`src/rtl/tomasulo_pkg.sv`:
```
// Shared definitions for the Tomasulo front end: opcodes, instruction fields,
// functional-unit selector and the fetch/issue sequencer states.
package tomasulo_pkg;

    localparam logic [3:0] OP_ADD = 4'b0000;
    localparam logic [3:0] OP_SUB = 4'b0001;
    localparam logic [3:0] OP_MUL = 4'b0010;

    localparam int OPC_HI = 15;
    localparam int OPC_LO = 12;
    localparam int RD_HI  = 11;
    localparam int RD_LO  = 8;
    localparam int RS1_HI = 7;
    localparam int RS1_LO = 4;
    localparam int RS2_HI = 3;
    localparam int RS2_LO = 0;

    // Opcode bit 1 (instruction bit 13) separates MUL from ADD/SUB.
    localparam int UNIT_BIT = 13;

    typedef enum logic {
        UNIT_ADD = 1'b0,
        UNIT_MUL = 1'b1
    } unit_e;

    typedef enum logic [1:0] {
        IDLE  = 2'd0,
        RUN   = 2'd1,
        DRAIN = 2'd2,
        DONE  = 2'd3
    } state_e;

endpackage

```
`src/rtl/issue_queue.sv`:
```
// In-order FIFO of {fetch tag, instruction}; the head entry is read straight
// from the storage registers so the issue outputs carry no ready-input path.
module issue_queue #(
    parameter int PC_W   = 4,
    parameter int INSN_W = 16,
    parameter int QDEPTH = 4
) (
    input  logic                     clk_i,
    input  logic                     rst_i,
    input  logic                     push_i,
    input  logic                     pop_i,
    input  logic [PC_W-1:0]          push_tag_i,
    input  logic [INSN_W-1:0]        push_instr_i,
    output logic [PC_W-1:0]          head_tag_o,
    output logic [INSN_W-1:0]        head_instr_o,
    output logic                     full_o,
    output logic                     empty_o,
    output logic [$clog2(QDEPTH):0]  count_o
);

    localparam int AW = $clog2(QDEPTH);
    localparam logic [AW:0]   DEPTH_C = (AW+1)'(QDEPTH);
    localparam logic [AW-1:0] PTR_ONE = AW'(1);
    localparam logic [AW:0]   CNT_ONE = (AW+1)'(1);

    logic [PC_W+INSN_W-1:0] mem_q [QDEPTH];
    logic [AW-1:0]          wr_ptr_q;
    logic [AW-1:0]          rd_ptr_q;
    logic [AW:0]            count_q;
    logic                   do_push;
    logic                   do_pop;

    assign full_o  = (count_q == DEPTH_C);
    assign empty_o = (count_q == '0);
    assign count_o = count_q;

    // A pop frees the slot being written, so push-while-full is legal when paired with a pop.
    assign do_pop  = pop_i && !empty_o;
    assign do_push = push_i && (!full_o || do_pop);

    assign {head_tag_o, head_instr_o} = mem_q[rd_ptr_q];

    always_ff @(posedge clk_i) begin
        if (rst_i) begin
            for (int unsigned i = 0; i < QDEPTH; i++) begin
                mem_q[i] <= '0;
            end
            wr_ptr_q <= '0;
            rd_ptr_q <= '0;
            count_q  <= '0;
        end else begin
            assert (!(push_i && full_o && !pop_i));
            if (do_push) begin
                mem_q[wr_ptr_q] <= {push_tag_i, push_instr_i};
                wr_ptr_q        <= wr_ptr_q + PTR_ONE;
            end
            if (do_pop) begin
                rd_ptr_q <= rd_ptr_q + PTR_ONE;
            end
            case ({do_push, do_pop})
                2'b10:   count_q <= count_q + CNT_ONE;
                2'b01:   count_q <= count_q - CNT_ONE;
                default: count_q <= count_q;
            endcase
        end
    end

endmodule

```
`src/rtl/fetch_issue_ctrl.sv`:
```
// Front-end sequencer: walks the PC through instruction memory, absorbs the
// one-cycle read latency and dispatches queued words to the add/mul groups.
module fetch_issue_ctrl
    import tomasulo_pkg::*;
#(
    parameter int PC_W   = 4,
    parameter int INSN_W = 16,
    parameter int QDEPTH = 4
) (
    input  logic              clk1,
    input  logic              rst,
    input  logic              start,
    input  logic [PC_W:0]     prog_len,
    output logic [PC_W-1:0]   pc,
    input  logic [INSN_W-1:0] mem_instr,
    input  logic              add_rs_ready,
    input  logic              mul_rs_ready,
    output logic              issue_valid,
    output logic [INSN_W-1:0] issue_instr,
    output logic              issue_unit,
    output logic [PC_W-1:0]   issue_tag,
    output logic              busy,
    output logic              done
);

    localparam int AW = $clog2(QDEPTH);
    localparam logic [AW+1:0] OCC_LIMIT = (AW+2)'(QDEPTH);
    localparam logic [PC_W:0] LEN_ONE   = (PC_W+1)'(1);
    localparam logic [PC_W-1:0] PC_ONE  = PC_W'(1);

    state_e            state_q;
    logic [PC_W-1:0]   pc_q;
    logic [PC_W:0]     len_q;
    logic              inflight_q;
    logic [PC_W-1:0]   inflight_pc_q;
    logic              busy_q;
    logic              done_q;

    logic [AW:0]       q_count;
    logic              q_full;
    logic              q_empty;
    logic [PC_W-1:0]   head_tag;
    logic [INSN_W-1:0] head_instr;
    logic [AW+1:0]     occ_d;
    logic              launch_d;
    logic              last_fetch_d;
    logic              pop_d;
    unit_e             head_unit;

    // Entries already queued plus the one still in the memory pipeline must leave room.
    assign occ_d        = {1'b0, q_count} + {{(AW+1){1'b0}}, inflight_q};
    assign launch_d     = (state_q == RUN) && !q_full && (occ_d < OCC_LIMIT);
    assign last_fetch_d = ({1'b0, pc_q} == (len_q - LEN_ONE));

    assign head_unit = unit_e'(head_instr[UNIT_BIT]);
    assign pop_d     = !q_empty && ((head_unit == UNIT_MUL) ? mul_rs_ready : add_rs_ready);

    issue_queue #(
        .PC_W   (PC_W),
        .INSN_W (INSN_W),
        .QDEPTH (QDEPTH)
    ) u_issue_queue (
        .clk_i        (clk1),
        .rst_i        (rst),
        .push_i       (inflight_q),
        .pop_i        (pop_d),
        .push_tag_i   (inflight_pc_q),
        .push_instr_i (mem_instr),
        .head_tag_o   (head_tag),
        .head_instr_o (head_instr),
        .full_o       (q_full),
        .empty_o      (q_empty),
        .count_o      (q_count)
    );

    always_ff @(posedge clk1) begin
        if (rst) begin
            state_q       <= IDLE;
            pc_q          <= '0;
            len_q         <= '0;
            inflight_q    <= 1'b0;
            inflight_pc_q <= '0;
            busy_q        <= 1'b0;
            done_q        <= 1'b0;
        end else begin
            inflight_q <= launch_d;
            if (launch_d) begin
                inflight_pc_q <= pc_q;
                pc_q          <= pc_q + PC_ONE;
            end
            case (state_q)
                IDLE, DONE: begin
                    if (start) begin
                        len_q <= prog_len;
                        pc_q  <= '0;
                        if (prog_len == '0) begin
                            state_q <= DONE;
                            busy_q  <= 1'b0;
                            done_q  <= 1'b1;
                        end else begin
                            state_q <= RUN;
                            busy_q  <= 1'b1;
                            done_q  <= 1'b0;
                        end
                    end
                end
                RUN: begin
                    if (launch_d && last_fetch_d) begin
                        state_q <= DRAIN;
                    end
                end
                DRAIN: begin
                    if (q_empty && !inflight_q) begin
                        state_q <= DONE;
                        busy_q  <= 1'b0;
                        done_q  <= 1'b1;
                    end
                end
                default: begin
                    state_q <= IDLE;
                    busy_q  <= 1'b0;
                    done_q  <= 1'b0;
                end
            endcase
        end
    end

    assign pc          = pc_q;
    assign issue_valid = !q_empty;
    assign issue_instr = head_instr;
    assign issue_unit  = head_unit;
    assign issue_tag   = head_tag;
    assign busy        = busy_q;
    assign done        = done_q;

endmodule

```
`config.mk`:
```
export PLATFORM = sky130hd
export DESIGN_NAME = fetch_issue_ctrl
export DESIGN_NICKNAME = d
export VERILOG_FILES = /design/src/rtl/tomasulo_pkg.sv /design/src/rtl/issue_queue.sv /design/src/rtl/fetch_issue_ctrl.sv
export SDC_FILE = /design/constraint.sdc
export NUM_CORES = 1
export LEC_CHECK = 0
export CAP_MARGIN = 40
export CELL_PAD_IN_SITES_DETAIL_PLACEMENT = 0
export CELL_PAD_IN_SITES_GLOBAL_PLACEMENT = 2
export CORE_UTILIZATION = 38
export DETAILED_ROUTE_END_ITERATION = 16
export PLACE_DENSITY = 0.79
export SLEW_MARGIN = 20
export SYNTH_ARGS = -nofsm -noshare
export SYNTH_HDL_FRONTEND = slang
export SYNTH_SLANG_ARGS = --single-unit
```
`constraint.sdc`:
```
create_clock -name clk1 -period 4 [get_ports clk1]
set_clock_uncertainty 0.15 [all_clocks]
set_input_delay 0.8 -clock clk1 [delete_from_list [all_inputs] [get_ports clk1]]
set_output_delay 0.8 -clock clk1 [all_outputs]
set_load 0.02 [all_outputs]
```
After elaboration in Yosys (flattened, before gate mapping)
Memory sizes are Yosys's and may differ from the RTL's. A register that Yosys moved wholly into a read port is not among the register bits.
Cells that the tools add are included.
{ "classes": {"eq_ne": 10, "reduce_logical": 21, "shift": 0, "n_mul": 0, "n_lt_le_gt_ge": 1, "bitwise_logic": 0, "mux": 28, "addsub": 7, "div_mod_pow": 0} }
{ "op_table": {"columns": ["cell", "n"], "rows": [
  ["20-bit 2-to-1 mux", 1],
  ["20-bit OR reduction", 1],
  ["2-bit 2-to-1 mux", 7],
  ["1-bit 2-to-1 mux", 13],
  ["4-bit 2-to-1 mux", 3],
  ["1-bit logical AND", 7],
  ["2-bit == test (second input constant)", 3],
  ["2-bit case mux with 3 select lines", 1],
  ["3-bit case mux with 2 select lines", 1],
  ["3-bit AND reduction", 2],
  ["4-bit by 5-bit == test with 1-bit output", 1],
  ["5-bit zero test", 1],
  ["5-bit by 1-bit subtractor with 5-bit output (second input constant)", 1],
  ["2-bit by 1-bit adder with 2-bit output (second input constant)", 2],
  ["3-bit by 1-bit adder with 4-bit output", 1],
  ["4-bit by 1-bit adder with 4-bit output (second input constant)", 1],
  ["2-bit by 1-bit == test with 1-bit output (second input constant)", 2],
  ["4-bit by 3-bit < comparator with 1-bit output (second input constant)", 1],
  ["2-bit inequality test (second input constant)", 2],
  ["1-bit case mux with 2 select lines", 2],
  ["2-bit nonzero test", 2],
  ["3-bit by 1-bit adder with 3-bit output (second input constant)", 1],
  ["3-bit == test (second input constant)", 1],
  ["1-bit zero test", 3],
  ["other kinds (7)", 7]
]} }
{ "totals": {"n_memories": 1, "in_bits": 26, "ram_bits": 80, "elab_cells": 78, "out_inout_bits": 28, "romBits": 0, "latchBits": 0, "ff_bits": 25} }
{ "mem_list": {"columns": ["memory", "words", "word_bits", "rd", "rd_ports_with_merged_regs", "write_ports", "line", "text"], "rows": [
  ["u_issue_queue.mem_q", 4, 20, 1, 1, 4, "issue_queue.sv:26", "logic [PC_W+INSN_W-1:0] mem_q [QDEPTH];"]
]} }

Longest topological paths before layout
Gate-level depths: netlist of the first run.
{ "logic_depth": {"ltp_word": 11, "mapped_depth": 10, "ltp_nobuf": 9} }

Hierarchy
From an unflattened synthesis of the first run, not the netlist that was laid out.
{ "unflattened": {"hier_cells": 354, "hier_area_um2": 4825.9} }
{ "modules_own_cells": {"columns": ["mod", "area_each_um2", "seq_area_each_um2", "cells_each", "n_inst"], "rows": [
  ["issue_queue", 3901.2, 2582.5, 247, 1],
  ["fetch_issue_ctrl", 924.6, 360.3, 107, 1]
]} }

Worst setup path after synthesis of the first run
Ideal clock, no wire load.
{ "synth_timing": {"path_type": "reg-to-reg", "from": "reg with a tool-made name", "to": "reg u_issue_queue.count_q[2] (netlist: u_issue_queue.count_o[2])", "path_buffers": 1, "path_slack_ns": 0.896, "period_less_slack_ns": 3.104, "t_required_ns": 3.780, "setup_ns": 0.070, "arrival_ns": 2.883, "path_stages_with_launch": 11, "path_cell_list": "dfxtp_1 mux4_2 mux2_4 o21ai_4 buf_2 ha_1 inv_1 fa_1 xor2_1 or3_1 a21oi_1"} }
{ "synth_rtl": {"columns": ["item", "line", "text"], "rows": [
  ["end signal, assigned", "issue_queue.sv:61", "2'b10: count_q <= count_q + CNT_ONE;"],
  ["end signal, assigned", "issue_queue.sv:62", "2'b01: count_q <= count_q - CNT_ONE;"],
  ["end signal, assigned", "issue_queue.sv:63", "default: count_q <= count_q;"],
  ["end, declared", "issue_queue.sv:29", "logic [AW:0] count_q;"]
]} }

==> results of run 1 <==
[worst register-to-register path: stages (launching register included)]
cell and delay, ns:
dfxtp_1 0.35, mux4_2 0.58, mux2_4 0.37, o21ai_4 0.34, ha_1 0.27, inv_1 0.07, fa_1 0.37, xor2_1 0.18
or3_1 0.30, a21oi_1 0.14
[through the flow]
| step | hold WS (ns) | instance area [um^2] | setup slack [ns] | util | power (W) |
|---|---|---|---|---|---|
| after floorplan | 0.2989 | 4690 | 0.8965 | - | 0.002089 |
| after global placement | 0.3103 | 5399 | 0.6517 | 0.4495 | 0.002436 |
| after detailed placement | 0.3161 | 5399 | 0.6170 | 0.4495 | 0.002452 |
| after CTS | 0.3293 | 5684 | 0.7869 | 0.4732 | 0.003310 |
| after global routing | 0.3519 | 5684 | 0.7111 | 0.4732 | 0.003456 |
| final | 0.3257 | 5684 | 0.8330 | 0.4732 | 0.003265 |
[cell usage in the layout (no fill, tap or decap), types with 10 or more instances in the layout]
master,synthesis,final
clkdlybuf4s50_1,0,53
edfxtp_1,80,80
nand2b_1,24,24
inv_1,10,10
dfxtp_1,27,27
nor2_1,101,101
nand2_1,10,10
a21oi_1,11,11
mux4_2,20,20
buf_4,5,13
[worst max-delay path by stage]
stage / from / end / slack [ns] / depth (start not counted)
3_3_place_gp: add_rs_ready / u_issue_queue.count_o[2] / 0.65 / 9
3_5_place_dp: add_rs_ready / u_issue_queue.count_o[2] / 0.62 / 9
5_1_grt: register / issue_tag[0] / 0.71 / 3
4_1_cts: register / issue_instr[6] / 0.79 / 3
2_1_floorplan: register / u_issue_queue.count_o[2] / 0.90 / 10
6_report: register / issue_instr[6] / 0.83 / 3
[cells by family (layout without fill, tap and decap cells)]
kind of cell | after synthesis | count (layout) | synth area share
buf+inv | 31 | 92 | 0.03202
compound gates | 26 | 26 | 0.03896
fa+ha+maj | 7 | 7 | 0.02028
flops | 107 | 107 | 0.6275
mux | 26 | 26 | 0.1099
xor+xnor | 13 | 13 | 0.02428
simple gates | 156 | 156 | 0.1470
[metal layers]
metal  part of all wire  up-vias
met3              0.040       10
met4              0.013        0
met5                  0        -
li1                   -     1403
met1               0.44     1432
met2               0.51       49
[state kept, by name (all words and copies together) (netlist names), named ones only]
name                    flops
busy                        1
done                        1
inflight_pc_q               4
inflight_q                  1
len_q                       5
pc                          4
state_q                     2
u_issue_queue.count_o       3
u_issue_queue.mem_q        80
u_issue_queue.rd_ptr_q      2
u_issue_queue.wr_ptr_q      2
[power breakdown]
| part | total (W) | switching [W] | internal [W] |
|---|---|---|---|
| sequential | 0.00139 | 0.0000677 | 0.00133 |
| clock | 0.000853 | 0.000374 | 0.000480 |
| combinational | 0.00102 | 0.000538 | 0.000479 |
| total | 0.00327 | 0.000980 | 0.00229 |
[cell type report]
class | count | area [um^2]
Multi-Input combinational cell | 228 | 1607
Clock inverter | 6 | 56.30
Timing Repair Buffer | 66 | 628.1
Tap cell | 147 | 183.9
Fill cell | 1114 | 6327
Inverter | 10 | 37.54
Sequential cell | 107 | 2943
Clock buffer | 10 | 229.0
==> results.py, run 1 <==
metrics = {
    "grt": {
        "met2_usage": 0.2928,
        "grt_use_total": 0.1675,
        "overflow": 0,
        "grt_pass1_wl_um": 15920,
        "grt_max_degree": 45,
        "grt-busiest-layer": "met2",
        "gr-usage-met3": 0.03214,
        "use_met1": 0.2090,
        "grt_antenna_before_repair": 0,
        "grt_pass1_vias": 3073,
    },
    "synth": {
        "synth.top_cell.area_share": 0.5123,
        "synthCells": 366,
        "synth_edf_count": 80,
        "async_reset_ff_frac": 0,
        "synth_area_leaders": "edfxtp_1 (51%), dfxtp_1 (12%), mux4_2 (9.6%), nor2_1 (8.1%), nand2b_1 (3.2%)",
        "synthFlopType": "edfxtp_1",
        "postSynthNetCount": 399,
        "synth_top_area_cell": "edfxtp_1",
        "ys_ff_latch": 107,
        "yosysWarningCount": 0,
        "avgSynthCellArea_um2": 12.81,
        "synth_most_common_cell": "nor2_1",
        "synth_cell_types": 39,
        "synth_common_cells": "nor2_1 (101), edfxtp_1 (80), dfxtp_1 (27)",
        "ys_seq_area_frac": 0.6275,
        "synth_area_um2": 4689,
    },
    "drt": {
        "wl_per_cell_um": 16.70,
        "first_pass_iters": 4,
        "ant_nets": 0,
        "dr_total_vias": 2894,
        "drt-total-wl_um": 9583,
        "drt_iter0_drc": 154,
        "drc_errors": 0,
        "viasPerCell": 5.042,
    },
    "clock_tree": {
        "cts-root-buf": "clkbuf_16",
        "clk_latency_ns": 0.34,
        "cts_tree": "yes",
        "cts_resized": 0,
        "numCtsBuffers": 9,
        "h-tree-depth": 3,
        "post-cts-setup-buffer-count": 0,
        "clock_sinks": 107,
        "clk_pin_slew_worst_paths_ns": 0.07,
        "cts_max_path_buffers": 2,
        "ctsHoldBuffers": 0,
    },
    "worst_setup_path": {
        "crit_path_start_kind": "register",
        "critical_path_arrival_ns": 2.22,
        "required_ns": 3.05,
        "crit_chain": "buf_4, mux4_2, clkdlybuf4s50_1",
        "cpPeakStageDelay_ns": 0.58,
        "cp_slowest_cell": "mux4_2",
        "path_buf_inv": 2,
        "timing.rr.end": "u_issue_queue.count_o[2]",
        "worstSetupPathType": "register to output pin",
        "rr_worst_depth": 9,
        "setup.worst_path.end_class": "output pin",
        "rrSetupSlack_ns": 0.83,
        "path_max_fanout": 19,
        "crit_family": "buffers and inverters",
    },
    "placement": {
        "place_inst": 558,
        "place.detailed.hpwl_um": 6215,
        "port_buffers": 53,
        "gp_congestion": 0.6776,
    },
    "run_status": {
        "run_status": "completed",
    },
    "sta": {
        "setup_violations": 0,
        "finalCritPeriodShare": 0.7917,
        "period_minus_slack_ns": 3.167,
        "tightest_slew_ns": 0.7034,
        "slew_viol_final": 0,
        "rsz0062_at_grt": "no",
        "finalSetupTns_ns": 0,
        "timing_hold_violations_final": 0,
        "fmax_mhz": 315.8,
        "slew_headroom": 0.5308,
    },
    "worst_hold_path": {
        "worstHoldPathCells": 2,
        "worstHoldPathType": "register to register",
        "min-delay-start": "len_q[1]",
        "hold_end": "len_q[1]",
    },
    "cells_and_area": {
        "final_nets": 455,
        "fin_cells": 574,
        "syn2layout_area_growth_pct": 21.21,
        "layout-drive-gt1-share": 0.1194,
        "diodes": 0,
    },
    "floorplanning": {
        "initial_utilization": 0.3904,
        "io_pins": 54,
        "die-area_um2": 12790,
        "die_w_um": 113.1,
        "coreArea_um2": 12010,
        "rows": 40,
        "die_h_um": 113.1,
    },
    "pwr": {
        "power.density_nw_per_um2": 574.5,
        "p_leak_nw": 1.982,
        "vdd_drop_max_uv": 252.1,
    },
    "flow_run": {
        "drv_cap": 0,
    },
}
Note: power is estimated with default switching activity, not from simulation.
==> inputs of run 2 (changes only) <==
==> constraint.sdc (replaced) <==
create_clock -name clk1 -period 3 [get_ports clk1]
set_clock_uncertainty 0.15 [all_clocks]
set_input_delay 0.6 -clock clk1 [delete_from_list [all_inputs] [get_ports clk1]]
set_output_delay 0.6 -clock clk1 [all_outputs]
set_load 0.02 [all_outputs]
==> run 2 against run 1 <==
Routed wire length is 0.85% higher. Critical path depth stayed put. Global-route usage is 0.45 points lower. Final cell count is 0.70% higher. Power is 36% higher. Via count is 1.6% higher. Critical endpoint is now issue_tag[2]. Worst hold slack better by 0.0081 ns. Clock-buffer cell count is 1 lower. Largest power group unchanged. Register-to-register slack worse by 0.68 ns. Highest routed layer unchanged.
==> results.py, run 2 (same netlist as run 1, synthesis figures left out) <==
metrics = {
    "run_status": {
        "run_status": "completed",
    },
    "clock_tree": {
        "clock_sinks": 107,
        "cts_tree": "yes",
        "cts-root-buf": "clkbuf_16",
        "clk_latency_ns": 0.34,
        "numCtsBuffers": 9,
        "cts_max_path_buffers": 2,
        "clk_pin_slew_worst_paths_ns": 0.07,
        "h-tree-depth": 3,
    },
    "worst_setup_path": {
        "path_buf_inv": 2,
        "path_max_fanout": 19,
        "critical_path_arrival_ns": 2.14,
        "worstSetupPathType": "register to output pin",
        "crit_path_start_kind": "register",
        "setup.worst_path.end_class": "output pin",
        "crit_chain": "buf_6, mux4_2, clkdlybuf4s50_1",
        "crit_family": "buffers and inverters",
        "required_ns": 2.25,
        "cpPeakStageDelay_ns": 0.58,
        "cp_slowest_cell": "mux4_2",
    },
    "drt": {
        "drt-total-wl_um": 9664,
        "drc_errors": 0,
        "drt_iter0_drc": 139,
        "dr_total_vias": 2941,
        "viasPerCell": 5.088,
        "wl_per_cell_um": 16.72,
        "first_pass_iters": 4,
        "ant_nets": 0,
    },
    "sta": {
        "finalSetupTns_ns": 0,
        "fmax_mhz": 346.6,
        "fin_ws_ns": 0.1147,
        "timing_hold_violations_final": 0,
        "holdWs_ns": 0.3339,
        "rsz0062_at_grt": "no",
        "slew_headroom": 0.6936,
        "finalCritPeriodShare": 0.9618,
        "setup_violations": 0,
        "slew_viol_final": 0,
        "period_minus_slack_ns": 2.885,
        "tightest_slew_ns": 0.4582,
    },
    "grt": {
        "overflow": 0,
        "grt_max_degree": 33,
        "grt_pass1_vias": 2931,
        "grt_use_total": 0.1631,
        "grt_pass1_wl_um": 15510,
        "grt_antenna_before_repair": 0,
    },
    "floorplanning": {
        "die-area_um2": 12790,
        "die_w_um": 113.1,
        "coreArea_um2": 12010,
        "initial_utilization": 0.3904,
        "die_h_um": 113.1,
        "io_pins": 54,
        "rows": 40,
    },
    "cells_and_area": {
        "fill_cells": 1125,
        "largest_register_ffs": 80,
        "syn2layout_area_growth_pct": 22.97,
        "final_common_cell": "nor2_1",
        "top_regs": "u_issue_queue.mem_q (80), len_q (5)",
        "layout-drive-gt1-share": 0.1323,
        "final_nets": 460,
        "top_register": "u_issue_queue.mem_q",
        "final_cell_mix": "nor2_1 (101), edfxtp_1 (80), clkdlybuf4s50_1 (53)",
        "diodes": 0,
    },
    "pwr": {
        "p_leak_nw": 2.019,
        "clkPwrFrac": 0.265,
        "power.density_nw_per_um2": 769.5,
        "seq_power_share": 0.419,
        "total_power_w": 0.004438,
        "p_switching_w": 0.001350,
        "p_int_w": 0.003088,
        "switching_share": 0.3041,
        "vdd_drop_max_uv": 456.1,
        "combPwrFrac": 0.316,
    },
    "placement": {
        "gp_congestion": 0.7173,
        "port_buffers": 53,
        "pre_cts_ws_ns": 0.1222,
        "place.detailed.hpwl_um": 6105,
    },
    "flow_run": {
        "drv_cap": 0,
    },
    "worst_hold_path": {
        "min-delay-start": "done",
        "worstHoldPathType": "register to register",
    },
}
run 2: cell count changes in the layout (fill, tap and decap cells not counted), sizes merged:
cell	change
buf	+5
clkbuf	-1
clkinv	-1
clkinvlp	-1
inv	+2
run 2: metal layers:
| metal | share of wire | global-route usage | vias up | wire length (um) |
|---|---|---|---|---|
| met5 | 0 | 0 | - | 0 |
| met4 | 0.016 | 0.06579 | 0 | 151 |
| met3 | 0.041 | 0.02839 | 12 | 398 |
| met2 | 0.49 | 0.2781 | 70 | 4715 |
| met1 | 0.46 | 0.2065 | 1446 | 4399 |
| li1 | - | - | 1413 | - |
run 2: power by group through the flow:
| stage | logic [W] | registers, W | clock network (W) |
|---|---|---|---|
| 4_1_cts | 0.00142 | 0.00186 | 0.00119 |
| 5_1_grt | 0.00152 | 0.00188 | 0.00124 |
| 2_1_floorplan | 0.000914 | 0.00189 | 0 |
| 6_report | 0.00140 | 0.00186 | 0.00118 |
| 3_3_place_gp | 0.00140 | 0.00189 | 0 |
| 3_5_place_dp | 0.00141 | 0.00189 | 0 |
run 2: worst paths after layout:
check	to	slack, ns	cells after the start
worst max register to register	u_issue_queue.count_o[2]	0.15	9
worst min register to register	done	0.33	2
worst max-delay path	issue_tag[2]	0.11	3
worst min-delay path	done	0.33	2
run 2: worst reg2reg max path: cells and delay by family (launching register included):
family          cells  cell delay, ns
mux                 2            0.92
compound gates      2            0.31
simple gates        1            0.30
buf+inv             1            0.04
fa+ha+maj           2            0.52
xor+xnor            1            0.18
flops               1            0.36
run 2: what timing repair did:
action / CTS / global route
hold buffers: 0 / 0
buffers inserted: 0 / 1
resized for setup: 1 / 0
endpoints found under the setup margin: 3 / 1
run 2: layout make-up:
class                   instances  area (um^2)  area share
clock buffers                   9        225.2     0.03905
flip-flops and latches        107         2943      0.5103
well taps                     147        183.9     0.03189
inverters                      10        37.54    0.006509
clock inverters                 6        63.81     0.01107
repair buffers                 71        694.4      0.1204
multi-input cells             228         1619      0.2808
run 2: stage by stage:
step                      cell area [um^2]  utilization  cells
after floorplan                       4708            -    366
final                                 5767       0.4801    578
after global placement                5466       0.4551    562
after global routing                  5767       0.4801    578
after detailed placement              5466       0.4551    562
after CTS                             5759       0.4795    577
==> inputs of run 3 (changes only) <==
==> constraint.sdc (replaced) <==
create_clock -name clk1 -period 2.75 [get_ports clk1]
set_clock_uncertainty 0.15 [all_clocks]
set_input_delay 0.55 -clock clk1 [delete_from_list [all_inputs] [get_ports clk1]]
set_output_delay 0.55 -clock clk1 [all_outputs]
set_load 0.02 [all_outputs]
==> run 3 against run 2 <==
The flow now finishes with violations (setup timing). Largest cell class unchanged. Clock-buffer cell count rose by 4. Core utilization is 0.98 points higher. Highest routed layer unchanged. Global-route usage increased by 0.79 points. Largest power group unchanged. Combinational power increased by 9%. Routed wire length grew 3.0%.
==> results.py, run 3 (same netlist as run 1, synthesis figures left out) <==
metrics = {
    "sta": {
        "timing_hold_violations_final": 0,
        "slew_headroom": 0.7502,
        "fmax_mhz": 363.4,
        "fin_ws_ns": -0.001590,
        "finalCritPeriodShare": 1.001,
        "holdWs_ns": 0.3287,
        "period_minus_slack_ns": 2.752,
        "finalSetupTns_ns": -0.001590,
        "setup_violations": 1,
        "rsz0062_at_grt": "yes",
        "tightest_slew_ns": 0.3735,
        "slew_viol_final": 0,
    },
    "flow_run": {
        "drv_cap": 0,
    },
    "worst_setup_path": {
        "critical_path_arrival_ns": 2.89,
        "cpPeakStageDelay_ns": 0.56,
        "path_max_fanout": 3,
        "cp_slowest_cell": "mux4_2",
        "crit_chain": "mux4_2, mux2_4, o21ai_4, ha_4, inv_2, fa_2, xor2_1, or3_1, a21oi_1",
        "worstSetupPathType": "register to register",
        "setup.worst_path.end_class": "register",
        "rrSetupSlack_ns": -0.002,
        "crit_path_start_kind": "register",
        "required_ns": 2.88,
    },
    "pwr": {
        "vdd_drop_max_uv": 538.1,
        "p_leak_nw": 2.271,
        "total_power_w": 0.004929,
        "power.density_nw_per_um2": 837.6,
    },
    "drt": {
        "viasPerCell": 5.092,
        "dr_total_vias": 2979,
        "ant_nets": 0,
        "drc_errors": 0,
        "drt-total-wl_um": 9956,
        "drt_iter0_drc": 205,
        "first_pass_iters": 4,
        "wl_per_cell_um": 17.02,
    },
    "cells_and_area": {
        "final_common_cell": "nor2_1",
        "largest_register_ffs": 80,
        "top_register": "u_issue_queue.mem_q",
        "fill_cells": 1088,
        "top_regs": "u_issue_queue.mem_q (80), len_q (5)",
        "diodes": 0,
        "final_cell_mix": "nor2_1 (101), edfxtp_1 (80), clkdlybuf4s50_1 (33)",
        "final_nets": 466,
        "layout-drive-gt1-share": 0.1507,
        "syn2layout_area_growth_pct": 25.48,
    },
    "worst_hold_path": {
        "worstHoldPathType": "register to register",
    },
    "grt": {
        "gr-usage-met3": 0.05356,
        "grt_pass1_wl_um": 16170,
        "grt_use_total": 0.1710,
        "grt_max_degree": 22,
        "grt-busiest-layer": "met2",
        "use_met1": 0.2086,
        "grt_pass1_vias": 3111,
        "met2_usage": 0.2855,
        "grt_antenna_before_repair": 0,
        "overflow": 0,
    },
    "clock_tree": {
        "clk_latency_ns": 0.35,
        "numCtsBuffers": 9,
        "clk_pin_slew_worst_paths_ns": 0.07,
        "h-tree-depth": 3,
        "cts_tree": "yes",
        "cts-root-buf": "clkbuf_16",
        "cts_max_path_buffers": 2,
        "clock_sinks": 107,
    },
    "floorplanning": {
        "die-area_um2": 12790,
        "die_w_um": 113.1,
        "coreArea_um2": 12010,
        "rows": 40,
        "initial_utilization": 0.3904,
        "io_pins": 54,
        "die_h_um": 113.1,
    },
    "placement": {
        "gp_congestion": 0.7682,
        "place.detailed.hpwl_um": 6625,
        "pre_cts_ws_ns": -0.02750,
        "port_buffers": 53,
    },
    "run_status": {
        "run_status": "finished, violations left",
        "violations": "setup timing",
    },
}
## run 3: through the flow
step	instances	cell area (um^2)	util
6_report	585	5884	0.4899
4_1_cts	584	5839	0.4861
3_3_place_gp	568	5515	0.4592
3_5_place_dp	568	5515	0.4592
5_1_grt	585	5884	0.4899
2_1_floorplan	366	4712	-
## run 3: per-layer routing
layer	routed length, um	part of all wire	vias to the layer above
met5	0	0	-
met4	189	0.019	0
met3	560	0.056	13
met2	4858	0.49	69
met1	4347	0.44	1476
li1	-	-	1421
## run 3: cell type report
type	count	area, um^2	share of cell area
Clock inverter	3	43.79	0.007442
Multi-Input combinational cell	228	1622	0.2756
Inverter	10	37.54	0.006379
Sequential cell	107	2947	0.5007
Tap cell	147	183.9	0.03126
Timing Repair Buffer	77	779.5	0.1325
Clock buffer	13	271.5	0.04614
## run 3: power by group
group	total, W	internal, W	switching [W]
Clock	0.00136	0.000788	0.000574
Combinational	0.00153	0.000733	0.000796
Sequential	0.00204	0.00193	0.000105
## run 3: worst max-delay path: cells and delay by family (launching register included)
family,cells,cell delay (ns)
adders and majority gates,2,0.50
xor gates and xnor gates,1,0.15
buffers and inverters,1,0.04
muxes,2,0.91
and+or+nand+nor,1,0.30
DFF,1,0.37
AOI/OAI and AO/OA,2,0.28
## run 3: timing repair
item,4_1_cts,5_1_grt
resized for setup,9,15
buffers inserted,0,1
hold buffers,0,0
endpoints found under the setup margin,19,16
hold endpoints to repair,0,0
## run 3: worst paths after layout
check / startpoint / end / depth (start not counted)
setup / recovery: register / u_issue_queue.count_o[2] / 9
setup reg to reg: register / u_issue_queue.count_o[2] / 9
hold reg to reg: len_q[1] / len_q[1] / 2
hold / removal: len_q[1] / len_q[1] / 2
